--- src/rtl/ecg_delay_pair_if.sv ---
// Sample-stream bundle between the ECG sample source and the delay-pair feeder.
// The slave side consumes samples and emits (x[n], x[n-DELAY]) pairs.
interface ecg_delay_pair_if #(
    parameter int DATA_W = 8,
    parameter int PTR_W  = 8
);
    logic              clear;
    logic              in_valid;
    logic [DATA_W-1:0] in_data;
    logic              out_valid;
    logic [DATA_W-1:0] data_a;
    logic [DATA_W-1:0] data_b;
    logic              primed;
    logic [PTR_W-1:0]  fill_count;

    modport master (
        output clear, in_valid, in_data,
        input  out_valid, data_a, data_b, primed, fill_count
    );

    modport slave (
        input  clear, in_valid, in_data,
        output out_valid, data_a, data_b, primed, fill_count
    );
endinterface

--- src/rtl/ecg_delay_pair.sv ---
// Feeds the signed subtracter with (x[n], x[n-DELAY]) from a circular sample buffer.
// Pairs start only once DELAY samples have been stored since reset or clear.
module ecg_delay_pair #(
    parameter int DATA_W = 8,
    parameter int DELAY  = 4,
    parameter int PTR_W  = 8
) (
    input  logic            clk,
    input  logic            rst_n,
    ecg_delay_pair_if.slave bus
);
    localparam int ADDR_W = (DELAY > 1) ? $clog2(DELAY) : 1;
    localparam int DEPTH  = 1 << ADDR_W;

    localparam logic [ADDR_W-1:0] LAST_PTR  = ADDR_W'(DELAY - 1);
    localparam logic [PTR_W-1:0]  LAST_FILL = PTR_W'(DELAY - 1);

    typedef enum logic {
        ST_FILL = 1'b0,
        ST_RUN  = 1'b1
    } state_t;

    state_t            r_state;
    state_t            w_state_next;

    logic [ADDR_W-1:0] r_wr_ptr;
    logic [ADDR_W-1:0] w_wr_ptr_next;
    logic [PTR_W-1:0]  r_fill_count;
    logic              r_out_valid;
    logic [DATA_W-1:0] r_data_a;
    logic [DATA_W-1:0] r_data_b;
    logic [DATA_W-1:0] r_mem [DEPTH];

    logic              w_accept;
    logic              w_fill_accept;
    logic              w_run_accept;
    logic              w_primed;

    // NOTE: state and datapath registers use non-blocking assignments so every
    // flop samples pre-edge values, which the read-before-write path relies on.
    always_ff @(posedge clk or negedge rst_n) begin
        if (!rst_n) begin
            r_state <= ST_FILL;
        end else begin
            r_state <= w_state_next;
        end
    end

    // NOTE: each combinational output gets a default first so no path can infer a latch.
    always_comb begin
        w_state_next = r_state;
        if (bus.clear) begin
            w_state_next = ST_FILL;
        end else begin
            case (r_state)
                ST_FILL: if (bus.in_valid && (r_fill_count == LAST_FILL)) w_state_next = ST_RUN;
                ST_RUN:  w_state_next = ST_RUN;
                default: w_state_next = ST_FILL;
            endcase
        end
    end

    // A sample arriving together with clear is dropped.
    always_comb begin
        w_accept      = bus.in_valid && !bus.clear;
        w_fill_accept = w_accept && (r_state == ST_FILL);
        w_run_accept  = w_accept && (r_state == ST_RUN);
        w_primed      = (r_state == ST_RUN);
    end

    assign w_wr_ptr_next = (r_wr_ptr == LAST_PTR) ? '0 : r_wr_ptr + ADDR_W'(1);

    always_ff @(posedge clk or negedge rst_n) begin
        if (!rst_n) begin
            r_wr_ptr     <= '0;
            r_fill_count <= '0;
            r_out_valid  <= 1'b0;
            r_data_a     <= '0;
            r_data_b     <= '0;
        end else begin
            r_out_valid <= 1'b0;
            if (bus.clear) begin
                r_wr_ptr     <= '0;
                r_fill_count <= '0;
            end else if (w_accept) begin
                r_wr_ptr <= w_wr_ptr_next;
                if (w_fill_accept) begin
                    r_fill_count <= r_fill_count + PTR_W'(1);
                end
                if (w_run_accept) begin
                    r_out_valid <= 1'b1;
                    r_data_a    <= bus.in_data;
                    r_data_b    <= r_mem[r_wr_ptr];
                end
            end
        end
    end

    // NOTE: the sample RAM has no reset; FILL rewrites every live entry before RUN reads one.
    always_ff @(posedge clk) begin
        if (w_accept) begin
            r_mem[r_wr_ptr] <= bus.in_data;
        end
    end

    assign bus.out_valid  = r_out_valid;
    assign bus.data_a     = r_data_a;
    assign bus.data_b     = r_data_b;
    assign bus.primed     = w_primed;
    assign bus.fill_count = r_fill_count;
endmodule

--- src/flat_wrapper.sv ---
// flat-port wrapper written by rule: the top's interface ports become plain ports
module ecg_delay_pair_flat 
#(
    parameter int DATA_W = 8,
    parameter int DELAY  = 4,
    parameter int PTR_W  = 8
)
  (clk, rst_n, bus_clear, bus_in_valid, bus_in_data, bus_out_valid, bus_data_a, bus_data_b, bus_primed, bus_fill_count);
  ecg_delay_pair_if #(.DATA_W(DATA_W), .PTR_W(PTR_W)) bus_i ();
  input  logic clk;
  input  logic rst_n;
  input wire logic [$bits(bus_i.clear)-1:0] bus_clear;
  input wire logic [$bits(bus_i.in_valid)-1:0] bus_in_valid;
  input wire logic [$bits(bus_i.in_data)-1:0] bus_in_data;
  output wire logic [$bits(bus_i.out_valid)-1:0] bus_out_valid;
  output wire logic [$bits(bus_i.data_a)-1:0] bus_data_a;
  output wire logic [$bits(bus_i.data_b)-1:0] bus_data_b;
  output wire logic [$bits(bus_i.primed)-1:0] bus_primed;
  output wire logic [$bits(bus_i.fill_count)-1:0] bus_fill_count;
  assign bus_i.clear = bus_clear;
  assign bus_i.in_valid = bus_in_valid;
  assign bus_i.in_data = bus_in_data;
  assign bus_out_valid = bus_i.out_valid;
  assign bus_data_a = bus_i.data_a;
  assign bus_data_b = bus_i.data_b;
  assign bus_primed = bus_i.primed;
  assign bus_fill_count = bus_i.fill_count;
  ecg_delay_pair #(.DATA_W(DATA_W), .DELAY(DELAY), .PTR_W(PTR_W)) u_core (.clk(clk), .rst_n(rst_n), .bus(bus_i));
endmodule
--- config.mk ---
export PLATFORM = sky130hd
export DESIGN_NAME = ecg_delay_pair_flat
export DESIGN_NICKNAME = d
export VERILOG_FILES = /design/src/rtl/ecg_delay_pair_if.sv /design/src/rtl/ecg_delay_pair.sv /design/src/flat_wrapper.sv
export SDC_FILE = /design/constraint.sdc
export NUM_CORES = 1
export LEC_CHECK = 0
export ABC_AREA = 1
export ABC_CLOCK_PERIOD_IN_PS = 2100
export CELL_PAD_IN_SITES_DETAIL_PLACEMENT = 1
export CELL_PAD_IN_SITES_GLOBAL_PLACEMENT = 2
export CORE_ASPECT_RATIO = 1.1
export CORE_MARGIN = 2
export CORE_UTILIZATION = 34
export DETAILED_ROUTE_END_ITERATION = 12
export HOLD_SLACK_MARGIN = 0.08
export PLACE_DENSITY = 0.87
export RECOVER_POWER = 100
export SYNTH_ARGS = -nofsm -noshare
export SYNTH_HDL_FRONTEND = slang
export SYNTH_SLANG_ARGS = --single-unit
--- constraint.sdc ---
create_clock -name clk -period 2.1 [get_ports clk]
set_clock_uncertainty 0.2 [all_clocks]
set_input_delay 0.315 -clock clk [delete_from_list [all_inputs] [get_ports clk]]
set_output_delay 0.315 -clock clk [all_outputs]
set_load 0.02 [all_outputs]
; ---- After elaboration in Yosys (flattened, before gate mapping)
; Memories as Yosys holds them, arrays and structs flattened. A register that Yosys moved wholly into a read port is not among the register bits.
; Cells that the tools add are included.
[classes]
addsub = 2
muxes = 14
bitwise_logic = 2
reduce_logical = 10
n_eq_ne = 2
[ops]
columns = cell, count
row1 = 2-to-1 mux 8 bit, 3
row2 = adder 8 x 1 -> 8 bit (second input constant), 1
row3 = == test 8 x 2 -> 1 bit (second input constant), 1
row4 = 2-to-1 mux 1 bit, 7
row5 = 2-to-1 mux 2 bit, 3
row6 = logical AND 1 bit, 4
row7 = nonzero test 2 bit, 2
row8 = AND reduction 3 bit, 1
row9 = adder 2 x 1 -> 2 bit (second input constant), 1
row10 = == test 2 bit (second input constant), 1
row11 = logical NOT 1 bit, 2
row12 = inverter 1 bit, 2
row13 = one-hot mux 1 bit (2 select lines), 1
row14 = AND reduction 2 bit, 1
[totals]
reg_bits = 20
output_inout_bits = 26
ram_bits = 32
input_bits = 12
memories = 1
[memory_table]
columns = memory, depth, word_bits, read_ports, rd_clocked_by_memory_dff, wr, line_no
row1 = u_core.r_mem, 4, 8, 1, 1, 1, ecg_delay_pair.sv:32  ; logic [DATA_W-1:0] r_mem [DEPTH];

; ---- Logic depth before layout (Yosys ltp)
; Gate-level depths: netlist (run 1).
[depth]
word_depth = 6
ltp_mapped = 8
ltp_nobuf = 7

; ---- Worst setup path after synthesis (run 1)
; OpenSTA, ideal clock, no wires.
[synth_path]
kind = reg2reg
from = register u_core.r_wr_ptr[0]
to = memory u_core.r_mem[0][0], enable pin
arrival_ns = 1.336
setup_ns = 0.371
synth_period_minus_slack_ns = 1.907
stages_incl_launch_ff = 7
setup_slack_ns = 0.193
required_ns = 1.529
path_buffers = 2
path_cell_list = dfrtp_1 -> buf_4 -> inv_2 -> buf_4 -> ha_1 -> inv_1 -> nor2_1
[synth_rtl]
columns = item, line_no
row1 = start: declaration, ecg_delay_pair.sv:26  ; logic [ADDR_W-1:0] r_wr_ptr;
row2 = start signal: assignment, ecg_delay_pair.sv:86  ; r_wr_ptr <= w_wr_ptr_next;
row3 = end: declaration, ecg_delay_pair.sv:32
; No word-level cell before the write port.

; ---- Worst setup path after layout (run 1)
[layout_path]
from = register u_core.r_fill_count[3], in the netlist u_core.bus.fill_count[3]
to = output bus_fill_count[3]
[layout_rtl]
columns = item, line_no
row1 = start: declaration, ecg_delay_pair.sv:28  ; logic [PTR_W-1:0] r_fill_count;
row2 = start signal: assignment, ecg_delay_pair.sv:88  ; r_fill_count <= r_fill_count + PTR_W'(1);
row3 = end: declaration, flat_wrapper.sv:19  ; output wire logic [$bits(bus_i.fill_count)-1:0] bus_fill_count;
; No word-level cell between the ends.

==> results of run 1 <==
registers in the layout, indices dropped and copies added, names as in the netlist:
name	cells
u_core.r_wr_ptr	2
u_core.r_mem	32
u_core.bus.fill_count	8
u_core.bus.data_b	8
u_core.bus.data_a	8
u_core.bus.primed	1
u_core.bus.out_valid	1
cells in the final DEF (no fill, tap or decap), types with 7 or more instances in the layout:
cell	n
sky130_fd_sc_hd__inv_1	15
sky130_fd_sc_hd__dfrtp_1	28
sky130_fd_sc_hd__nor2_1	41
sky130_fd_sc_hd__edfxtp_1	32
sky130_fd_sc_hd__nand2_1	65
sky130_fd_sc_hd__clkbuf_8	9
sky130_fd_sc_hd__dlygate4sd3_1	34
sky130_fd_sc_hd__o21ai_0	25
sky130_fd_sc_hd__nand3_1	7
synth_stat cells (all sizes together):
| cell | count |
|---|---|
| a21oi | 5 |
| buf | 7 |
| clkbuf | 1 |
| clkinv | 1 |
| dfrtp | 28 |
| edfxtp | 32 |
| ha | 5 |
| inv | 17 |
| nand2 | 67 |
| nand3 | 7 |
| nand4 | 1 |
| nor2 | 42 |
| nor3 | 2 |
| o21ai | 27 |
| o22ai | 1 |
final timing paths:
check                                                          start                              endpoint  slack [ns]  cells after the start
worst min register to register      u_core.bus.data_b[3]$_DFFE_PN0P_      u_core.bus.data_b[3]$_DFFE_PN0P_        0.28                      2
worst min-delay path                u_core.bus.data_b[3]$_DFFE_PN0P_      u_core.bus.data_b[3]$_DFFE_PN0P_        0.28                      2
max in group asynchronous                                      rst_n  u_core.bus.fill_count[6]$_DFFE_PN0P_        0.87                      2
worst max register to register        u_core.r_wr_ptr[0]$_DFFE_PN0P_          u_core.r_mem[0][3]$_DFFE_PP_        0.16                      5
min in group asynchronous                                      rst_n      u_core.bus.data_b[2]$_DFFE_PN0P_        0.36                      2
worst max-delay path            u_core.bus.fill_count[3]$_DFFE_PN0P_                     bus_fill_count[3]        0.10                      1
cell type report:
type | count | area (sq um) | share of cell area (%)
clock buffers | 9 | 124 | 3.90
clock inverters | 7 | 91.3 | 2.87
inverters | 18 | 67.6 | 2.13
multi-input cells | 157 | 702 | 22.1
flip-flops and latches | 60 | 1660 | 52.3
well taps | 85 | 106 | 3.35
repair buffers | 46 | 425 | 13.4
power by group:
part | internal, mW | leakage [nW] | switching, mW
Sequential | 1.33 | 0.666 | 0.0428
Clock | 0.661 | 0.0989 | 0.460
Combinational | 0.156 | 0.641 | 0.240
metal layers:
metal | track usage [%] | share of wire [%]
met1 | 20.1 | 47
met2 | 26.6 | 47
met3 | 4.31 | 3.3
met4 | 8.07 | 2.3
met5 | 0 | 0
logic make-up (layout without fill, tap and decap cells):
group,after synthesis,count (layout),synth area share [%]
DFF,60,60,66.0
and+or+nand+nor,119,119,19.7
adders and majority gates,5,5,2.49
buffers and inverters,26,80,5.17
AOI/OAI and AO/OA,33,33,6.61
==> results list, run 1 <==
- At the end of routability-driven placement, the weighted congestion stood at 0.778.
- Worst ir drop on vdd: 0.320 mV
- Minimum setup slack after placement: 0.228 ns
* Largest net degree at the start of global routing: 29
- Sum of routed wire length over all layers: 5770 um
* Sequential cell area fraction in the yosys report: 66.0%
* Top cells by area in the synthesized netlist: sky130_fd_sc_hd__edfxtp_1, sky130_fd_sc_hd__dfrtp_1, sky130_fd_sc_hd__nand2_1, sky130_fd_sc_hd__nor2_1, sky130_fd_sc_hd__o21ai_0
- Number of rows created at floorplan: 32
* Violation count after the first detailed-route iteration: 136
- Minimum setup slack in the final design: 0.104 ns
- Counting both buffers and inverters, the worst setup path holds a total of 1.
- Synth top area share: 38.2%
- Counting I/O delays and the setup requirement, the final critical path takes 2.00 ns.
- The final max-slew violation count is 0.
* Number of nets in the synthesized netlist: 260
* FF+latch count, synth: 60
* Layout cells sized above 1: 9.76%
- From left edge to right edge, the die measures 86.0 um.
* Area inside the core boundary: 0.00709 sq mm
- Detailed placement finished with a half-perimeter wire length of 4050 um.
- Port-buffer cells: 37
- Crit path DAT: 1.48 ns
* Diode insertion count for antenna repair: 0
- The synthesized netlist contains 25 unique library cells.
* Final Hold Violating Endpoints: 0
- Starting density of the core: 35.5%
* Library cell contributing the largest single delay on the critical path: sky130_fd_sc_hd__clkdlybuf4s50_1
* Finished layout cell area: 0.00318 sq mm
* Worst-case hold slack: 0.275 ns
* Clk slew on worst S/H paths: 0.07 ns
- Number of CTS-inserted buffers: 9
* GRT Util Overall: 16.4%
- Via count: 1825
* Leakage: 1.41 nW
- Die Area: 0.00811 sq mm
- Highest clock rate: 501 MHz
- Gate family responsible for the most delay along the worst path: buffers and inverters
- Slowest Stage Delay on Critical Path: 0.66 ns
* Final non-filler cell total: 382
- In the final timing run, aggregate negative setup slack is 0 ns.
- In this run the worst hold path is classified as flip-flop to flip-flop.
- Initial antenna violation count: 0
- In this run the worst path has a maximum fanout of 9.
* Unrepaired setup endpoints after global routing: false
- The number of gates resized after CTS was 0.
- Using the TritonRoute via totals, the vias-per-cell ratio works out to 4.78.
* Boundary pin count: 38
* Count of maximum capacitance violations: 0
- The signal on the critical path passes through clkdlybuf4s50_1.
* Crit end category: output pin
* Crit start category: flip-flop
* Relative max-transition margin: 51.8%
- The first global-routing pass estimated 9880 um of wire.
- Compared with the post-synthesis result, the final layout area differs by 26.2%.
* H-tree levels: 3
- Post-DR wirelength/cell: 15.1 um
- Hold-fix buffers at CTS: 0
* Setup Fix Bufs, Post-CTS: 0
- The first TritonRoute pass finished after 4 iterations.
- Total of warnings raised by yosys: 0
- Count of endpoints failing setup in the final report: 0
* Power per Cell Area: 908 mW/mm^2
* Slew at the pin with the worst max-slew slack: 0.723 ns
- Final layout net count: 309
- Number of clock sinks: 60
- The flow ran to the end, and the final reports show no timing, DRC or antenna violations.
- For this run the aggregate overflow at the end of global routing stands at 0.
- For the worst setup path, the data required time is 1.58 ns.
- Period utilization: 95.1%
- Instance count of the mapped netlist: 243
- Average size of a mapped cell: 10.4 sq um
* Remaining antenna violation count: 0
- Summing internal, switching and leakage power gives 2.89 mW.
- Number of global-route vias before repair: 2029
* Placed insts: 366
- Total DRC errors in the routed layout: 0
* Maximum number of buffers from clock root to sink: 2
* TritonCTS clock tree: yes
- Cell Area, Synth: 0.00252 sq mm
- Instance area at placement: 0.00300 sq mm
* Final-layout fill cell count: 792
- Final core utilization: 44.8%
* Clock root buffer: sky130_fd_sc_hd__clkbuf_8
* Worst-skew pair later-pin latency: 0.33 ns
* Die span in y: 94.2 um
* Area leader, netlist: sky130_fd_sc_hd__edfxtp_1
- The critical path is of the flip-flop to output pin type.
No activity file was read; power rests on OpenSTA's default activity.
==> run 2, diff against run 1 <==
--- a/config.mk
+++ b/config.mk
@@ -16,6 +16,7 @@
 export HOLD_SLACK_MARGIN = 0.08
 export PLACE_DENSITY = 0.87
 export RECOVER_POWER = 100
+export SKIP_CTS_REPAIR_TIMING = 1
 export SYNTH_ARGS = -nofsm -noshare
 export SYNTH_HDL_FRONTEND = slang
 export SYNTH_SLANG_ARGS = --single-unit
==> results of run 2 <==
No change in the layout: final DEF, timing and power equal those of run 1.
